===== src/rtl/egress_scheduler.sv =====
// Packet-locked round-robin scheduler: shares one AXI-Stream egress among NUM_REQ
// requesters, one whole frame per grant, with a stall watchdog that aborts dead frames.
package egress_scheduler_pkg;
  typedef struct packed {
    logic        tvalid;
    logic [15:0] tdata;
    logic [1:0]  tdest;
    logic        tlast;
  } axis_d_source_t;

  typedef struct packed {
    logic tready;
  } axis_d_sink_t;
endpackage

module egress_scheduler
  import egress_scheduler_pkg::*;
#(
  parameter int NUM_REQ     = 4,
  parameter int STALL_LIMIT = 15,
  parameter int CTR_WIDTH   = 16
) (
  input  logic                 clk,
  input  logic                 reset,
  input  logic                 en,
  input  axis_d_source_t       req_source [NUM_REQ],
  output axis_d_sink_t         req_sink   [NUM_REQ],
  output axis_d_source_t       egress_source,
  input  axis_d_sink_t         egress_sink,
  output logic [NUM_REQ-1:0]   grant,
  output logic                 abort,
  output logic [CTR_WIDTH-1:0] frame_count,
  output logic [CTR_WIDTH-1:0] abort_count
);

  localparam int IDX_W   = $clog2(NUM_REQ);
  localparam int STALL_W = $clog2(STALL_LIMIT + 1);

  typedef enum logic [1:0] {
    ST_IDLE,
    ST_BUSY,
    ST_ABORT,
    ST_DRAIN
  } state_t;

  state_t             state;
  logic [IDX_W-1:0]   gidx;
  logic [IDX_W-1:0]   last_idx;
  logic [STALL_W-1:0] stall_cnt;
  logic [1:0]         tdest_lat;

  logic [NUM_REQ-1:0] valid_vec;
  logic [IDX_W-1:0]   win_idx;
  axis_d_source_t     g_src;
  logic               tlast_acc;
  logic               stall_hit;
  logic               drain_done;

  // First valid requester after the previous grantee, wrapping modulo NUM_REQ.
  function automatic logic [IDX_W-1:0] rr_pick(input logic [NUM_REQ-1:0] vld,
                                              input logic [IDX_W-1:0]   last);
    logic [IDX_W-1:0] pick;
    logic [IDX_W-1:0] cand;
    logic             found;
    pick  = '0;
    found = 1'b0;
    for (int k = 1; k <= NUM_REQ; k++) begin
      cand = IDX_W'((int'(last) + k) % NUM_REQ);
      if (!found && vld[cand]) begin
        pick  = cand;
        found = 1'b1;
      end
    end
    return pick;
  endfunction

  function automatic logic [NUM_REQ-1:0] onehot(input logic [IDX_W-1:0] idx);
    logic [NUM_REQ-1:0] oh;
    oh      = '0;
    oh[idx] = 1'b1;
    return oh;
  endfunction

  // Statistics counters wrap silently at 2^CTR_WIDTH.
  function automatic logic [CTR_WIDTH-1:0] ctr_inc(input logic [CTR_WIDTH-1:0] c);
    return c + 1'b1;
  endfunction

  always_comb begin
    for (int i = 0; i < NUM_REQ; i++) valid_vec[i] = req_source[i].tvalid;
  end

  assign win_idx    = rr_pick(valid_vec, last_idx);
  assign g_src      = req_source[gidx];
  assign tlast_acc  = g_src.tvalid && egress_sink.tready && g_src.tlast;
  // Abort fires on the edge that closes the STALL_LIMIT-th consecutive idle cycle.
  assign stall_hit  = !g_src.tvalid && (stall_cnt == STALL_W'(STALL_LIMIT - 1));
  assign drain_done = g_src.tvalid && g_src.tlast;

  // Zero-latency egress mux and per-requester ready steering.
  always_comb begin
    egress_source = '0;
    for (int i = 0; i < NUM_REQ; i++) req_sink[i].tready = 1'b0;
    case (state)
      ST_BUSY: begin
        egress_source              = g_src;
        req_sink[gidx].tready      = egress_sink.tready;
      end
      ST_ABORT: begin
        egress_source.tvalid = 1'b1;
        egress_source.tdest  = tdest_lat;
        egress_source.tlast  = 1'b1;
      end
      ST_DRAIN: begin
        req_sink[gidx].tready = 1'b1;
      end
      default: ;
    endcase
  end

  always_ff @(posedge clk or negedge reset) begin
    if (!reset) begin
      state       <= ST_IDLE;
      gidx        <= '0;
      last_idx    <= IDX_W'(NUM_REQ - 1);
      stall_cnt   <= '0;
      tdest_lat   <= '0;
      grant       <= '0;
      abort       <= 1'b0;
      frame_count <= '0;
      abort_count <= '0;
    end else begin
      abort <= 1'b0;
      case (state)
        ST_IDLE: begin
          if (en && (|valid_vec)) begin
            gidx      <= win_idx;
            last_idx  <= win_idx;
            grant     <= onehot(win_idx);
            tdest_lat <= req_source[win_idx].tdest;
            stall_cnt <= '0;
            state     <= ST_BUSY;
          end
        end
        ST_BUSY: begin
          if (tlast_acc) begin
            frame_count <= ctr_inc(frame_count);
            grant       <= '0;
            state       <= ST_IDLE;
          end else if (g_src.tvalid) begin
            stall_cnt <= '0;
          end else begin
            stall_cnt <= stall_cnt + 1'b1;
            if (stall_hit) state <= ST_ABORT;
          end
        end
        ST_ABORT: begin
          if (egress_sink.tready) begin
            abort       <= 1'b1;
            abort_count <= ctr_inc(abort_count);
            stall_cnt   <= '0;
            state       <= ST_DRAIN;
          end
        end
        ST_DRAIN: begin
          if (drain_done) begin
            grant <= '0;
            state <= ST_IDLE;
          end
        end
        default: state <= ST_IDLE;
      endcase
    end
  end

endmodule

===== config.mk =====
export PLATFORM = sky130hd
export DESIGN_NAME = egress_scheduler
export DESIGN_NICKNAME = d
export VERILOG_FILES = /design/src/rtl/egress_scheduler.sv
export SDC_FILE = /design/constraint.sdc
export NUM_CORES = 1
export LEC_CHECK = 0
export CAP_MARGIN = 0
export CORE_ASPECT_RATIO = 0.9
export CORE_MARGIN = 2
export CORE_UTILIZATION = 42
export DETAILED_ROUTE_END_ITERATION = 10
export PLACE_DENSITY = 0.82
export SYNTH_ARGS = -nofsm -noshare
export SYNTH_HDL_FRONTEND = slang
export SYNTH_SLANG_ARGS = --single-unit

===== constraint.sdc =====
create_clock -name clk -period 3 [get_ports clk]
set_input_delay 0.75 -clock clk [delete_from_list [all_inputs] [get_ports clk]]
set_output_delay 0.75 -clock clk [all_outputs]
set_load 0.02 [all_outputs]

==> summary.txt, run 1 <==
Status
  – Status: completed

Yosys
  – Synth top area cells: dfrtp_1 (38%), mux4_2 (15%), xnor2_1 (7.3%)
  – Post-synth EDFFs: 0
  – Most used DFF post-synth: dfrtp_1
  – Synth top area share: 37.87%
  – Distinct cells, synth: 42
  – Synthesized flop and latch total: 49
  – Syn Nets: 377
  – Dominant cell type by area after synthesis: dfrtp_1
  – Cell Area, Synth: 3105 um2
  – Synth Warn #: 0
  – Register area share after synthesis: 39.56%
  – Syn avg cell area: 10.93 um2
  – Async set-reset flop share out of synthesis: 100.0%
  – Cells after Synth: 284

Critical path
  – Slowest cell on crit path: mux4_2
  – Crit path depth: 4
  – CP Capture Type: primary output
  – Worst-path cell chain: clkdlybuf4s50_1 > mux4_2 > and2_1 > dlygate4sd2_1
  – Crit Path Category: in2out
  – Reg2Reg Setup Slack: 0.65 ns
  – CP startpoint kind: input port
  – Crit path max-delay family: buffers and inverters
  – Buffers and inverters on the worst path: 2
  – Critical Path AT: 2.20 ns
  – Worst Path Max Fanout: 1
  – Reg2Reg Depth: 7
  – RR Endpoint: stall_cnt[2]$_DFFE_PN0P_
  – CP Data Required Time: 2.25 ns
  – Critical register-to-register path startpoint: gidx[0]$_DFFE_PN0P_
  – Worst Setup SP: req_source[27]
  – CP max stage delay: 0.49 ns
  – Setup crit end: egress_source[7]

Place
  – DP Worst Slack: -0.2287 ns
  – Port Buffers: 144
  – Dpl cells: 526
  – Post-DP Area: 4752 um2
  – DP HPWL: 7252 um
  – GPL Wtd Cong: 0.8734

Finish
  – # diodes: 0
  – Post-Route Utilization: 67.63%
  – Ratio of cells with drive above 1 in the final layout: 14.74%
  – Commonest non-fill, non-tap cells in the layout: clkdlybuf4s50_1 (119), dfrtp_1 (47), xnor2_1 (26), and2_1 (22)
  – Design area: 4810 um2
  – Layout area overhead: 54.88%
  – Final net count: 533
  – Final Non-Filler Cells: 534
  – Most common cell after layout, fill and taps aside: clkdlybuf4s50_1

STA
  – Pins Over Slew Limit: 0
  – Fmax: 0.3395 GHz
  – Setup TNS: 0 ns
  – Tcrit/Tclk final: 98.19%
  – Worst Max-Slew Pin Slew: 0.6153 ns
  – Setup WS post-layout: 0.05442 ns
  – Count of final hold-check violations: 0
  – Setup Viol. Count Final: 0
  – Worst Skew: 0.008428 ns
  – RSZ-0062 raised after global routing: false
  – Crit path time final: 2.946 ns
  – Final hold slack: 0.4869 ns
  – Rel. slew slack: 58.98%

CTS
  – CTS tree: built
  – Num CTS Buffers: 5
  – Clk sink count: 49
  – Clock Pin Slew Worst Setup and Hold Paths: 0.09 ns
  – Postcts setup bufs: 0
  – H-tree Lvls: 2
  – Worst skew pair latency: 0.30 ns
  – Clock root buffer: clkbuf_8
  – Clock Path Buffers: 2

Detailed routing
  – First DRT Iteration DRCs: 218
  – Routed WL: 9040 um
  – Final ANT Viol Nets: 0
  – DRT Pass-1 Iters: 4
  – DRC: 0
  – Routed len/inst: 16.93 um
  – Vias per cell: 5.264
  – Vias: 2811

Global route
  – Remaining Overflow, GRT: 0
  – Met1 Track Usage GR: 32.30%
  – GRT Util Overall: 23.14%
  – Met2 Use GR: 37.85%
  – GRT met3 Usage: 4.394%
  – First-pass GRT wire length: 14630 um
  – Initial antenna violation count: 0
  – Number of global-route vias before repair: 2859
  – Pin count of the biggest net entering global routing: 50
  – GRT Max-Usage Layer: met2

Floorplan
  – Die outline height: 85.58 um
  – Starting Density: 43.67%
  – Core area: 7112 um2
  – Die width: 94.64 um
  – Number of cell rows: 29
  – I/O pins: 145
  – Die Area: 8099 um2

Power
  – Leakage power: 2.109 nW
  – Tot Pwr: 3.126 mW
  – Peak VDD IR: 490.6 uV
  – Pwr per Cell Area: 650.0 nW/um2

Flow run
  – Max-Cap Viols: 0

Hold path
  – Hold WC Path Type: reg2reg
cells in the mapped netlist, drive strengths merged (6+ instances only):
cell type and number:
nand2 19, nand3 14, o21ai 6, clkbuf 12, inv 8, and3 11
mux4 20, nor2 11, a21oi 6, nor2b 7, nand4 6, xnor2 26
ha 9, and2 23, dfrtp 47
worst min-delay path by stage:
stage / cells after the start / from / end
2_1_floorplan: 0 / reset / asynchronous set/reset pin
3_5_place_dp: 1 / frame_count[15]$_DFFE_PN0P_ / frame_count[15]$_DFFE_PN0P_
3_3_place_gp: 1 / frame_count[15]$_DFFE_PN0P_ / frame_count[15]$_DFFE_PN0P_
5_1_grt: 1 / frame_count[9]$_DFFE_PN0P_ / frame_count[9]$_DFFE_PN0P_
4_1_cts: 1 / frame_count[15]$_DFFE_PN0P_ / frame_count[15]$_DFFE_PN0P_
6_report: 1 / frame_count[15]$_DFFE_PN0P_ / frame_count[15]$_DFFE_PN0P_
power breakdown:
part / switching [mW] / internal (mW)
clock network: 0.223 / 0.187
logic: 0.879 / 0.928
registers: 0.133 / 0.776
total: 1.23 / 1.89
area by class of cell:
type	count	area (um2)
fillers	584	2302
flip-flops and latches	49	1229
clock inverters	2	13.76
clock buffers	6	82.58
well taps	93	116.4
repair buffers	165	1568
inverters	8	30.03
multi-input cells	211	1770
logic make-up (layout without fill, tap and decap cells):
group,count (synthesis),in the layout,synth area share [%]
and+or+nand+nor,108,108,19.58
DFF,49,49,39.56
AOI/OAI and AO/OA,36,36,8.058
xor gates and xnor gates,30,30,8.461
muxes,28,28,17.28
buffers and inverters,24,181,3.425
adders and majority gates,9,9,3.626
sequential cells by signal, indices dropped and copies added (netlist names), named ones only:
signal	count
gidx	2
last_idx	2
grant	4
frame_count	16
state	1
stall_cnt	4
abort_count	16
abort	1
tdest_lat	2
metal layers:
layer / vias up / part of all wire, %
met5: - / 0
met4: 0 / 1.5
met3: 14 / 4.2
met2: 80 / 50
met1: 1383 / 44
li1: 1334 / -
repair_timing:
action | in CTS | in global routing
setup endpoints to repair | 24 | 5
hold buffers | 0 | 0
resized for setup | 25 | 7
Power figures use the tool's default switching activity.
==> run 2, diff against run 1 <==
Settings changed: CORE_UTILIZATION 42 to 43, CTS_BUF_LIST set to sky130_fd_sc_hd__clkbuf_8, PLACE_DENSITY 0.82 to 0.83, TNS_END_PERCENT set to 50.
==> run 2 against run 1 <==
Non-clock buffer count is 2 lower. Clock skew fell by 0.0012 ns. Clock-buffer cell count down 1. Critical endpoint is now egress_source[0]. Largest power group unchanged.
==> summary.txt, run 2 (synthesized netlist as in run 1, its figures left out) <==
Status
  – Status: completed (unchanged)

Hold path
  – Hold_sp: abort_count[15]$_DFFE_PN0P_ (was frame_count[15]$_DFFE_PN0P_)
  – Hold WC Path Type: reg2reg (unchanged)

STA
  – Count of final hold-check violations: 0 (unchanged)
  – Setup WS post-layout: 0.03533 ns (was 0.05442 ns)
  – Pins Over Slew Limit: 0 (unchanged)
  – Crit path time final: 2.965 ns (was 2.946 ns)
  – RSZ-0062 raised after global routing: false (unchanged)
  – Fmax: 0.3373 GHz (was 0.3395 GHz)
  – Worst Max-Slew Pin Slew: 0.6083 ns (was 0.6153 ns)
  – Worst Skew: 0.007179 ns (was 0.008428 ns)
  – Rel. slew slack: 59.44% (was 58.98%)
  – Tcrit/Tclk final: 98.82% (was 98.19%)
  – Setup Viol. Count Final: 0 (unchanged)

CTS
  – H-tree Lvls: 2 (unchanged)
  – Clock root buffer: clkbuf_8 (unchanged)
  – Clk sink count: 49 (unchanged)
  – Num CTS Buffers: 5 (unchanged)
  – Clock Pin Slew Worst Setup and Hold Paths: 0.09 ns (about the same)
  – CTS tree: built (unchanged)
  – Clock Path Buffers: 2 (unchanged)
  – Post-cts hold buffer count: 0 (unchanged)
  – Worst skew pair latency: 0.30 ns (about the same)
  – Postcts setup bufs: 0 (unchanged)

Power
  – Leakage power: 2.097 nW (was 2.109 nW)
  – Switching part of the total power: 40.09% (was 39.49%)
  – P_sw: 1.242 mW (was 1.235 mW)
  – Flop pwr share: 29.7% (was 29.1%)
  – Internal: 1.857 mW (was 1.892 mW)
  – Comb power frac: 57.9% (was 57.8%)
  – Peak VDD IR: 525.8 uV (was 490.6 uV)
  – Clock network power share: 12.4% (was 13.1%)
  – Tot Pwr: 3.099 mW (was 3.126 mW)
  – Pwr per Cell Area: 645.9 nW/um2 (was 650.0 nW/um2)

Place
  – DP Worst Slack: -0.2790 ns (was -0.2287 ns)
  – DP HPWL: 7539 um (was 7252 um)
  – Dpl cells: 524 (was 526)
  – Port Buffers: 144 (unchanged)
  – GPL Wtd Cong: 0.8907 (was 0.8734)

Floorplan
  – Die outline height: 84.62 um (was 85.58 um)
  – Die Area: 7919 um2 (was 8099 um2)
  – I/O pins: 145 (unchanged)
  – Number of cell rows: 29 (unchanged)
  – Core area: 7039 um2 (was 7112 um2)
  – Starting Density: 44.12% (was 43.67%)
  – Die width: 93.58 um (was 94.64 um)

Critical path
  – Critical Path AT: 2.21 ns (was 2.20 ns)
  – Buffers and inverters on the worst path: 2 (unchanged)
  – CP Data Required Time: 2.25 ns (about the same)
  – Crit Path Category: in2out (unchanged)
  – CP Capture Type: primary output (unchanged)
  – Crit path max-delay family: buffers and inverters (unchanged)
  – Slowest cell on crit path: mux4_2 (unchanged)
  – Worst-path cell chain: clkdlybuf4s50_1 > mux4_2 > a21oi_1 > nor2b_1 > dlygate4sd2_1 (was clkdlybuf4s50_1 > mux4_2 > and2_1 > dlygate4sd2_1)
  – CP max stage delay: 0.50 ns (was 0.49 ns)
  – Worst Setup SP: req_source[60] (was req_source[27])
  – Worst Path Max Fanout: 2 (was 1)
  – CP startpoint kind: input port (unchanged)
  – Critical register-to-register path startpoint: gidx[0]$_DFFE_PN0P_ (unchanged)

Detailed routing
  – DRC: 0 (unchanged)
  – Routed len/inst: 17.65 um (was 16.93 um)
  – DRT Pass-1 Iters: 5 (was 4)
  – Vias per cell: 5.350 (was 5.264)
  – Vias: 2846 (was 2811)
  – First DRT Iteration DRCs: 134 (was 218)
  – Final ANT Viol Nets: 0 (unchanged)
  – Routed WL: 9391 um (was 9040 um)

Finish
  – Multi-input logic area: 1774 um2 (was 1770 um2)
  – Post-Route Utilization: 68.17% (was 67.63%)
  – # diodes: 0 (unchanged)
  – Commonest non-fill, non-tap cells in the layout: clkdlybuf4s50_1 (119), dfrtp_1 (47), xnor2_1 (26), and2_1 (22), dlygate4sd2_1 (21) (was clkdlybuf4s50_1 (119), dfrtp_1 (47), xnor2_1 (26), and2_1 (22))
  – Ratio of cells with drive above 1 in the final layout: 14.12% (was 14.74%)
  – Regs by FF count: abort_count (16), frame_count (16) (unchanged)
  – Flip-flop and latch area: 1229 um2 (unchanged)
  – Layout area overhead: 54.51% (was 54.88%)
  – Final Non-Filler Cells: 532 (was 534)
  – Final net count: 531 (was 533)
  – Most common cell after layout, fill and taps aside: clkdlybuf4s50_1 (unchanged)
  – FILL cells: 572 (was 584)

Global route
  – Initial antenna violation count: 0 (unchanged)
  – First-pass GRT wire length: 15280 um (was 14630 um)
  – Remaining Overflow, GRT: 0 (unchanged)
  – GRT Util Overall: 24.77% (was 23.14%)
  – Number of global-route vias before repair: 2915 (was 2859)
  – Pin count of the biggest net entering global routing: 50 (unchanged)

Flow run
  – Max-Cap Viols: 0 (unchanged)
## run 2: power groups by stage
stage / Clock [mW] / Sequential [mW] / Combinational [mW]
5_1_grt: 0.426 / 0.936 / 1.93
6_report: 0.385 / 0.920 / 1.79
3_5_place_dp: 0 / 0.927 / 1.91
2_1_floorplan: 0 / 0.917 / 1.12
4_1_cts: 0.395 / 0.916 / 1.82
3_3_place_gp: 0 / 0.918 / 1.87
## run 2: layout make-up
class | count | share of cell area [%]
multi-input cells | 211 | 36.98
repair buffers | 163 | 32.54
flip-flops and latches | 49 | 25.61
well taps | 93 | 2.425
clock buffers | 5 | 1.434
inverters | 8 | 0.6258
clock inverters | 3 | 0.3911
## run 2: path summary, 6_finish.rpt
path	to	slack [ns]	depth (start not counted)
worst max-delay path	egress_source[0]	0.04	5
worst min-delay path	abort_count[15]$_DFFE_PN0P_	0.47	1
worst max register to register	stall_cnt[1]$_DFFE_PN0P_	0.55	6
worst min register to register	abort_count[15]$_DFFE_PN0P_	0.47	1
max in group asynchronous	abort_count[6]$_DFFE_PN0P_	2.06	2
min in group asynchronous	frame_count[0]$_DFFE_PN0P_	0.54	2
## run 2: per-stage QoR
stage / cell area (um2) / setup TNS [ns] / hold WS (ns)
after floorplan: 3105 / 0 / 0.4544
after global placement: 4737 / -2.178 / 0.4593
after detailed placement: 4737 / -2.534 / 0.4626
after CTS: 4801 / 0 / 0.4791
after global routing: 4798 / 0 / 0.5023
final: 4798 / 0 / 0.4745
## run 2: repair_timing
| item | CTS | global route |
|---|---|---|
| pin swaps | 0 | 1 |
| setup endpoints to repair | 24 | 3 |
| resized for setup | 27 | 3 |
## run 2: metal layers
layer	track usage, %	wire (um)	vias up
li1	-	-	1325
met1	34.23	4093	1416
met2	41.53	4770	91
met3	3.950	380	14
met4	5.270	147	0
met5	0	0	-
==> run 3, diff against run 2 <==
Settings changed: CORE_ASPECT_RATIO 0.9 to unset.
==> run 3 against run 2 <==
Worst hold slack lost 0.0042 ns. Global-route usage decreased by 1.2 points. Maximum frequency shrank 0.16%. Combinational power about the same. Critical path depth stayed put. Via count down 0.25%. Core utilization increased by 1.5 points. Design area is 0.21% higher. Final cell count is 0.75% higher. Sequential power about the same. Clock skew rose by 0.0011 ns. Largest power group unchanged.
==> summary.txt, run 3 (synthesized netlist as in run 1, its figures left out) <==
Status
  – Status: completed (unchanged)

Critical path
  – Slowest cell on crit path: mux4_2 (unchanged)
  – CP Data Required Time: 2.25 ns (about the same)
  – CP max stage delay: 0.49 ns (was 0.50 ns)
  – Critical register-to-register path startpoint: gidx[0]$_DFFE_PN0P_ (unchanged)
  – CP Capture Type: primary output (unchanged)
  – Crit path max-delay family: buffers and inverters (unchanged)
  – Crit Path Category: in2out (unchanged)
  – Critical Path AT: 2.22 ns (was 2.21 ns)
  – Worst Path Max Fanout: 2 (unchanged)
  – CP startpoint kind: input port (unchanged)
  – Buffers and inverters on the worst path: 2 (unchanged)
  – Worst-path cell chain: clkdlybuf4s50_1 > mux4_2 > a22oi_1 > nor2b_1 > clkdlybuf4s15_1 (was clkdlybuf4s50_1 > mux4_2 > a21oi_1 > nor2b_1 > dlygate4sd2_1)
  – Worst Setup SP: req_source[1] (was req_source[60])

Hold path
  – Hold WC Path Type: in2async (was reg2reg)

Finish
  – Regs by FF count: abort_count (16), frame_count (16) (unchanged)
  – FILL cells: 569 (was 572)
  – Final net count: 532 (was 531)
  – Most common cell after layout, fill and taps aside: clkdlybuf4s50_1 (unchanged)
  – Ratio of cells with drive above 1 in the final layout: 14.32% (was 14.12%)
  – # diodes: 0 (unchanged)
  – Multi-input logic area: 1774 um2 (unchanged)
  – Final Non-Filler Cells: 536 (was 532)
  – Commonest non-fill, non-tap cells in the layout: clkdlybuf4s50_1 (119), dfrtp_1 (47), xnor2_1 (26), and2_1 (22), dlygate4sd2_1 (21) (unchanged)
  – Flip-flop and latch area: 1229 um2 (unchanged)
  – Design area: 4808 um2 (was 4798 um2)
  – Post-Route Utilization: 69.62% (was 68.17%)
  – Layout area overhead: 54.83% (was 54.51%)

Detailed routing
  – Routed WL: 9221 um (was 9391 um)
  – DRC: 0 (unchanged)
  – Final ANT Viol Nets: 0 (unchanged)
  – First DRT Iteration DRCs: 112 (was 134)
  – DRT Pass-1 Iters: 4 (was 5)
  – Routed len/inst: 17.20 um (was 17.65 um)
  – Vias: 2839 (was 2846)
  – Vias per cell: 5.297 (was 5.350)

Power
  – Leakage power: 2.107 nW (was 2.097 nW)
  – Comb power frac: 57.4% (was 57.9%)
  – Switching part of the total power: 39.80% (was 40.09%)
  – Flop pwr share: 29.4% (was 29.7%)
  – P_sw: 1.242 mW (about the same)
  – Pwr per Cell Area: 648.9 nW/um2 (was 645.9 nW/um2)
  – Peak VDD IR: 463.5 uV (was 525.8 uV)
  – Tot Pwr: 3.120 mW (was 3.099 mW)
  – Internal: 1.878 mW (was 1.857 mW)
  – Clock network power share: 13.2% (was 12.4%)

Global route
  – Number of global-route vias before repair: 2934 (was 2915)
  – Initial antenna violation count: 0 (unchanged)
  – First-pass GRT wire length: 14260 um (was 15280 um)
  – Pin count of the biggest net entering global routing: 32 (was 50)
  – Remaining Overflow, GRT: 0 (unchanged)
  – GRT Util Overall: 23.54% (was 24.77%)

CTS
  – Num CTS Buffers: 5 (unchanged)
  – Clock Pin Slew Worst Setup and Hold Paths: 0.09 ns (about the same)
  – Worst skew pair latency: 0.31 ns (was 0.30 ns)
  – PostCTS Resize Cnt: 25 (was 27)
  – Clock root buffer: clkbuf_8 (unchanged)
  – Postcts setup bufs: 0 (unchanged)
  – Post-cts hold buffer count: 0 (unchanged)
  – Clock Path Buffers: 2 (unchanged)
  – CTS tree: built (unchanged)
  – Clk sink count: 49 (unchanged)
  – H-tree Lvls: 2 (unchanged)

Place
  – GPL Wtd Cong: 0.9094 (was 0.8907)
  – DP HPWL: 7390 um (was 7539 um)
  – Dpl cells: 528 (was 524)
  – Port Buffers: 144 (unchanged)
  – Post-DP Area: 4736 um2 (was 4737 um2)
  – DP Worst Slack: -0.2201 ns (was -0.2790 ns)

Floorplan
  – Die outline height: 88.98 um (was 84.62 um)
  – Starting Density: 44.96% (was 44.12%)
  – Core area: 6907 um2 (was 7039 um2)
  – Die Area: 7917 um2 (was 7919 um2)
  – I/O pins: 145 (unchanged)
  – Die width: 88.98 um (was 93.58 um)
  – Number of cell rows: 30 (was 29)

STA
  – Tcrit/Tclk final: 98.98% (was 98.82%)
  – Setup WS post-layout: 0.03068 ns (was 0.03533 ns)
  – Fmax: 0.3368 GHz (was 0.3373 GHz)
  – Setup Viol. Count Final: 0 (unchanged)
  – Final hold slack: 0.4703 ns (was 0.4745 ns)
  – Crit path time final: 2.969 ns (was 2.965 ns)
  – Pins Over Slew Limit: 0 (unchanged)
  – Worst Skew: 0.008309 ns (was 0.007179 ns)
  – RSZ-0062 raised after global routing: false (unchanged)
  – Setup TNS: 0 ns (unchanged)
  – Worst Max-Slew Pin Slew: 0.6760 ns (was 0.6083 ns)
  – Rel. slew slack: 54.93% (was 59.44%)
  – Count of final hold-check violations: 0 (unchanged)

Flow run
  – Max-Cap Viols: 0 (unchanged)
==> run 3: final cells by class <==
| type | count | area share (%) |
|---|---|---|
| Clock inverter | 2 | 0.2862 |
| Timing Repair Buffer | 164 | 32.42 |
| Clock buffer | 6 | 1.717 |
| Inverter | 8 | 0.6245 |
| Sequential cell | 49 | 25.55 |
| Tap cell | 96 | 2.498 |
| Multi-Input combinational cell | 211 | 36.90 |
==> run 3: power groups by stage <==
stage | clock [mW] | sequential, mW | combinational, mW
floorplan | 0 | 0.917 | 1.12
global placement | 0 | 0.917 | 1.84
detailed placement | 0 | 0.925 | 1.89
CTS | 0.416 | 0.913 | 1.79
global route | 0.446 | 0.936 | 1.93
finish | 0.411 | 0.917 | 1.79
==> run 3: per-layer routing <==
layer  vias up  wire (um)  track usage [%]
met5         -          0                0
met4         0        173            7.056
met3        21        390            4.894
met2        90       4805            42.13
met1      1396       3852            28.65
li1       1332          -                -
==> run 3: path summary, 6_finish.rpt <==
path	slack [ns]	cells after the start	endpoint
min in group clk	0.47	1	frame_count[15]$_DFFE_PN0P_
max	0.03	5	egress_source[1]
max in group asynchronous	1.82	2	last_idx[0]$_DFFE_PN1P_
min	0.47	1	frame_count[13]$_DFFE_PN0P_
max reg2reg	0.55	7	stall_cnt[2]$_DFFE_PN0P_
min reg2reg	0.47	1	frame_count[15]$_DFFE_PN0P_
